**src/rtl/mem_chk_pkg.sv**
```systemverilog
// Shared types and default parameters for the store-sequence checker.
// The state enum is also what the checker's FSM register uses.
package mem_chk_pkg;

    typedef enum logic [1:0] {
        ST_IDLE = 2'd0,
        ST_RUN  = 2'd1,
        ST_PASS = 2'd2,
        ST_FAIL = 2'd3
    } chk_state_e;

    localparam int DEF_DATA_W  = 32;
    localparam int DEF_ADDR_W  = 32;
    localparam int DEF_N_EXP   = 4;
    localparam int DEF_TIMEOUT = 500;
    localparam int DEF_STRICT  = 0;

    // A single-entry table still needs a one-bit index port.
    function automatic int idx_width(input int n);
        return (n > 1) ? $clog2(n) : 1;
    endfunction

endpackage

```
**src/rtl/mem_chk_table.sv**
```systemverilog
// Expected-store table: one synchronous write port, one combinational read port.
// Contents have no reset so that a loaded table survives a checker reset.
module mem_chk_table
    import mem_chk_pkg::*;
#(
    parameter int DATA_W = DEF_DATA_W,
    parameter int ADDR_W = DEF_ADDR_W,
    parameter int N_EXP  = DEF_N_EXP,
    parameter int IDX_W  = idx_width(DEF_N_EXP)
) (
    input  logic              clk,
    input  logic              we_i,
    input  logic [IDX_W-1:0]  wr_idx_i,
    input  logic [ADDR_W-1:0] wr_addr_i,
    input  logic [DATA_W-1:0] wr_data_i,
    input  logic              wr_byte_i,
    input  logic [IDX_W-1:0]  rd_idx_i,
    output logic [ADDR_W-1:0] rd_addr_o,
    output logic [DATA_W-1:0] rd_data_o,
    output logic              rd_byte_o
);

    logic [ADDR_W-1:0] addr_q [N_EXP];
    logic [DATA_W-1:0] data_q [N_EXP];
    logic              byte_q [N_EXP];

    // Indices at or beyond N_EXP are dropped rather than aliased.
    always_ff @(posedge clk) begin
        if (we_i && (32'(wr_idx_i) < N_EXP)) begin
            addr_q[wr_idx_i] <= wr_addr_i;
            data_q[wr_idx_i] <= wr_data_i;
            byte_q[wr_idx_i] <= wr_byte_i;
        end
    end

    always_comb begin
        rd_addr_o = '0;
        rd_data_o = '0;
        rd_byte_o = 1'b0;
        if (32'(rd_idx_i) < N_EXP) begin
            rd_addr_o = addr_q[rd_idx_i];
            rd_data_o = data_q[rd_idx_i];
            rd_byte_o = byte_q[rd_idx_i];
        end
    end

endmodule

```
**config.mk**
```make
export PLATFORM = sky130hd
export DESIGN_NAME = mem_chk_table
export DESIGN_NICKNAME = d
export VERILOG_FILES = /design/src/rtl/mem_chk_pkg.sv /design/src/rtl/mem_chk_table.sv
export SDC_FILE = /design/constraint.sdc
export NUM_CORES = 1
export LEC_CHECK = 0
export BUFFER_PORTS_ARGS = -buffer_cell sky130_fd_sc_hd__buf_2
export CAP_MARGIN = 20
export CORE_ASPECT_RATIO = 0.75
export CORE_MARGIN = 2
export CORE_UTILIZATION = 35
export DETAILED_ROUTE_END_ITERATION = 16
export PLACE_DENSITY = 0.61
export SYNTH_ARGS = -nofsm -noshare
export SYNTH_HDL_FRONTEND = slang
export SYNTH_SLANG_ARGS = --single-unit
```
**constraint.sdc**
```tcl
create_clock -name clk -period 8.84 [get_ports clk]
set_clock_uncertainty 0.15 [all_clocks]
set_input_delay 1.768 -clock clk [delete_from_list [all_inputs] [get_ports clk]]
set_output_delay 1.768 -clock clk [all_outputs]
set_load 0.03 [all_outputs]
```
# Word-level counts from Yosys, hierarchy flattened
# Memory sizes are Yosys's and may differ from the RTL's.
# Cells that the tools add are included.
classes:
  muxes: 2
op_table:
  columns: ["operator", "count"]
  rows:
  - ["$mux 1", 2]
totals:
  register_bits: 0
  ram_bits: 260
  in_bits: 71
  out_inout_bits: 65
  word_cells: 5
  n_memories: 3
mem_list:
  columns: ["memory", "words", "width", "rd", "rd_clocked_by_memory_dff", "write_ports", "line_no", "source"]
  rows:
  - ["addr_q", 4, 32, 1, 0, 1, "mem_chk_table.sv:23", "logic [ADDR_W-1:0] addr_q [N_EXP];"]
  - ["data_q", 4, 32, 1, 0, 1, "mem_chk_table.sv:24", "logic [DATA_W-1:0] data_q [N_EXP];"]
  - ["byte_q", 4, 1, 1, 0, 1, "mem_chk_table.sv:25", "logic byte_q [N_EXP];"]

# Logic depth before layout (Yosys ltp)
depth:
  ltp_word: 2
  ltp_mapped: 3
  depth_no_buf: 1

# Worst setup path before layout
# Ideal clock, no wire load.
synth_timing:
  path_kind: "input -> register"
  from: "in wr_idx_i[1]"
  to: "mem addr_q[0][0] (netlist bit), enable pin"
  setup_time_ps: 583
  arrival_time_ps: 6542
  slack_ps: 1565
  cell_stages: 1
  path_cell_list: "nor3b_1"
synth_rtl:
  columns: ["item", "line_no", "source"]
  rows:
  - ["start, declared", "mem_chk_table.sv:13", "input logic [IDX_W-1:0] wr_idx_i,"]
  - ["end, declared", "mem_chk_table.sv:23", null]
# No word-level cell before the write port.

# Final worst setup path
layout_timing:
  from: "in rd_idx_i[0]"
  to: "out rd_addr_o[25]"
layout_via:
  elab_chain_len: 1
layout_rtl:
  columns: ["item", "line_no", "source"]
  rows:
  - ["start, declared", "mem_chk_table.sv:17", "input logic [IDX_W-1:0] rd_idx_i,"]
  - ["$mem_v2 4x32", null, null]
  - ["end, declared", "mem_chk_table.sv:18", "output logic [ADDR_W-1:0] rd_addr_o,"]
# Every way passes these cells.

==> flow_summary.ini <==
[cts]
postCtsSetupBuffers = 0
cts_resized = 0
cts_tree = built
cts_made_buffers = 26
hold_buffers = 0
htree_levels = 1
root_buffer = clkbuf_16
clkTransAtPathRegs_ns = 0.06
cts_buffer_depth = 3
cts.sinks = 260

[drt]
vias = 4124
drc_errors = 0
ant_nets = 0
wl_microns = 17500
drt_first_pass_iters = 5
first_iter_violations = 235
vias_per_cell = 4.77
wl_per_cell_microns = 20.2

[worst_setup_path]
end_kind = primary output
cp.required_ns = 6.92
path_cells = buf_4, buf_4, mux4_2, buf_2
path_class = in2out
start_kind = primary input
crit_top_cell = buf_4
slowest_stage = buf_4
critPathMaxStageDelay_ns = 0.70
critPathMaxFanout = 33
arrival_ns = 3.88

[floorplan]
die-width_microns = 194
start_util_pct = 35.4
core-area_sq_um = 26700
ios = 136
die_area_sq_um = 28400
fp.dieH_microns = 146
rows = 52

[global_route]
grt_max_degree = 66
gr-total-overflow = 0
antenna_found_initial = 2
track_usage_pct = 12.5
grt_pass1_wl_microns = 27200
grt_pass1_vias = 4614

[cells_and_area]
drive_above_1_share_pct = 47.4
nFillCells = 2322
utilization_pct = 42.1
nNetsFinal = 568
final_cells = 865
area_growth_pct = 19.0

[synthesis]
synth_nets = 414
yosys.area.top_type = edfxtp_1
synthTopCellsByArea = edfxtp_1 83%, mux4_2 15%, buf_12 1.1%
yosys_warnings = 0
async_flop_share_pct = 0
ys.flop_type = edfxtp_1
ys_ff_latch = 260
syn_inst = 343
netlist.area_leader.share_pct = 82.6
syn_area_sq_um = 9460
synth_area_per_cell_sq_um = 27.6
ys_types = 10
synth_edf_count = 260
synth_most_common_cell = edfxtp_1
synth_common_cells = 260 x edfxtp_1, 65 x mux4_2, 6 x buf_2
synth-seq-area-share_pct = 82.6

[timing]
period_needed_ns = 5.80
fin_crit_sh_pct = 65.6
tightestPinTransition_ns = 1.03
relSlewSlack_pct = 31.5
slew_violations = 0
finalSetupTns_ns = 0
rsz0062_at_grt = false
finalSetupViolations = 0
layout_setup_ws_ns = 3.04
hold_violations = 0
fmax_mhz = 172

[placement]
dpl.cell_count = 819
pre_cts_ws_ns = 2.91
port_buffers = 135
dpl.hpwl_microns = 9530
place.gp.congestion = 0.649

[flow_run]
maxCapViolCount = 0

[pwr]
ir_worst_vdd_mv = 0.172
finalPower_mw = 2.63
p_leak_nw = 3.76
power_density_nw_per_um2 = 233

[worst_hold_path]
worstHoldPathType = in2reg

[outcome]
status = completed
[layout make-up]
cell class | count | area [sq um] | share of cell area [%]
sequential | 260 | 7810 | 69.4
clock inverter | 12 | 57.6 | 0.512
clock buffer | 32 | 694 | 6.17
multi-input combinational | 69 | 1510 | 13.4
tap | 351 | 439 | 3.90
timing repair buffer | 140 | 738 | 6.56
antenna | 1 | 2.50 | 0.0222
[where the power goes]
group	internal (mW)	switching (mW)
logic	0.0773	0.134
clock network	0.552	0.427
registers	1.42	0.0130
[final timing paths]
kind                      from       endpoint  slack (ns)  cells past startpoint
setup / recovery   rd_idx_i[0]  rd_addr_o[25]        3.04                      4
hold / removal    wr_addr_i[9]   addr_q[3][9]        1.32                      1
[stage by stage]
step                hold WS [ns]  cell area [sq um]
finish                      1.32              11300
global route                1.29              11200
CTS                         1.28              11200
detailed placement          1.83              10500
global placement            1.83              10500
floorplan                   1.72               9460
[flip-flops by register name, summed over array words and instances (netlist names)]
signal / cells
data_q: 128
addr_q: 128
byte_q: 4
[cells by family after synthesis]
kind of cell | count (synthesis) | share of synthesized area (%)
buf+inv | 14 | 1.61
flops | 260 | 82.6
mux | 65 | 15.5
simple gates | 4 | 0.331
[per-layer routing]
layer / share of wire, % / up-vias / routed length [microns] / global-route usage (%)
met4: 2.3 / 0 / 406 / 3.21
met3: 5.4 / 24 / 941 / 2.98
met5: 0 / - / 0 / 0
met1: 43 / 2171 / 7530 / 16.4
li1: - / 1814 / - / -
met2: 49 / 115 / 8640 / 21.0
[critical path, delay by kind of cell]
kind	cells	cell delay, ns
buffers and inverters	3	1.42
muxes	1	0.62
[placed cells by master, fill, tap and decap left out]
| cell type | synthesis | routed |
|---|---|---|
| clkbuf_16 | 0 | 27 |
| buf_4 | 1 | 6 |
| and3b_4 | 0 | 2 |
| edfxtp_1 | 260 | 260 |
| mux4_2 | 65 | 65 |
| buf_2 | 6 | 133 |
| clkbuf_1 | 1 | 5 |
| and3_4 | 0 | 1 |
| nor3b_2 | 0 | 1 |
| clkinv_1 | 0 | 5 |
| clkinv_2 | 0 | 6 |
| diode_2 | 0 | 1 |
| buf_16 | 0 | 1 |
| clkinv_4 | 0 | 1 |
No activity file was read; power rests on OpenSTA's default activity.
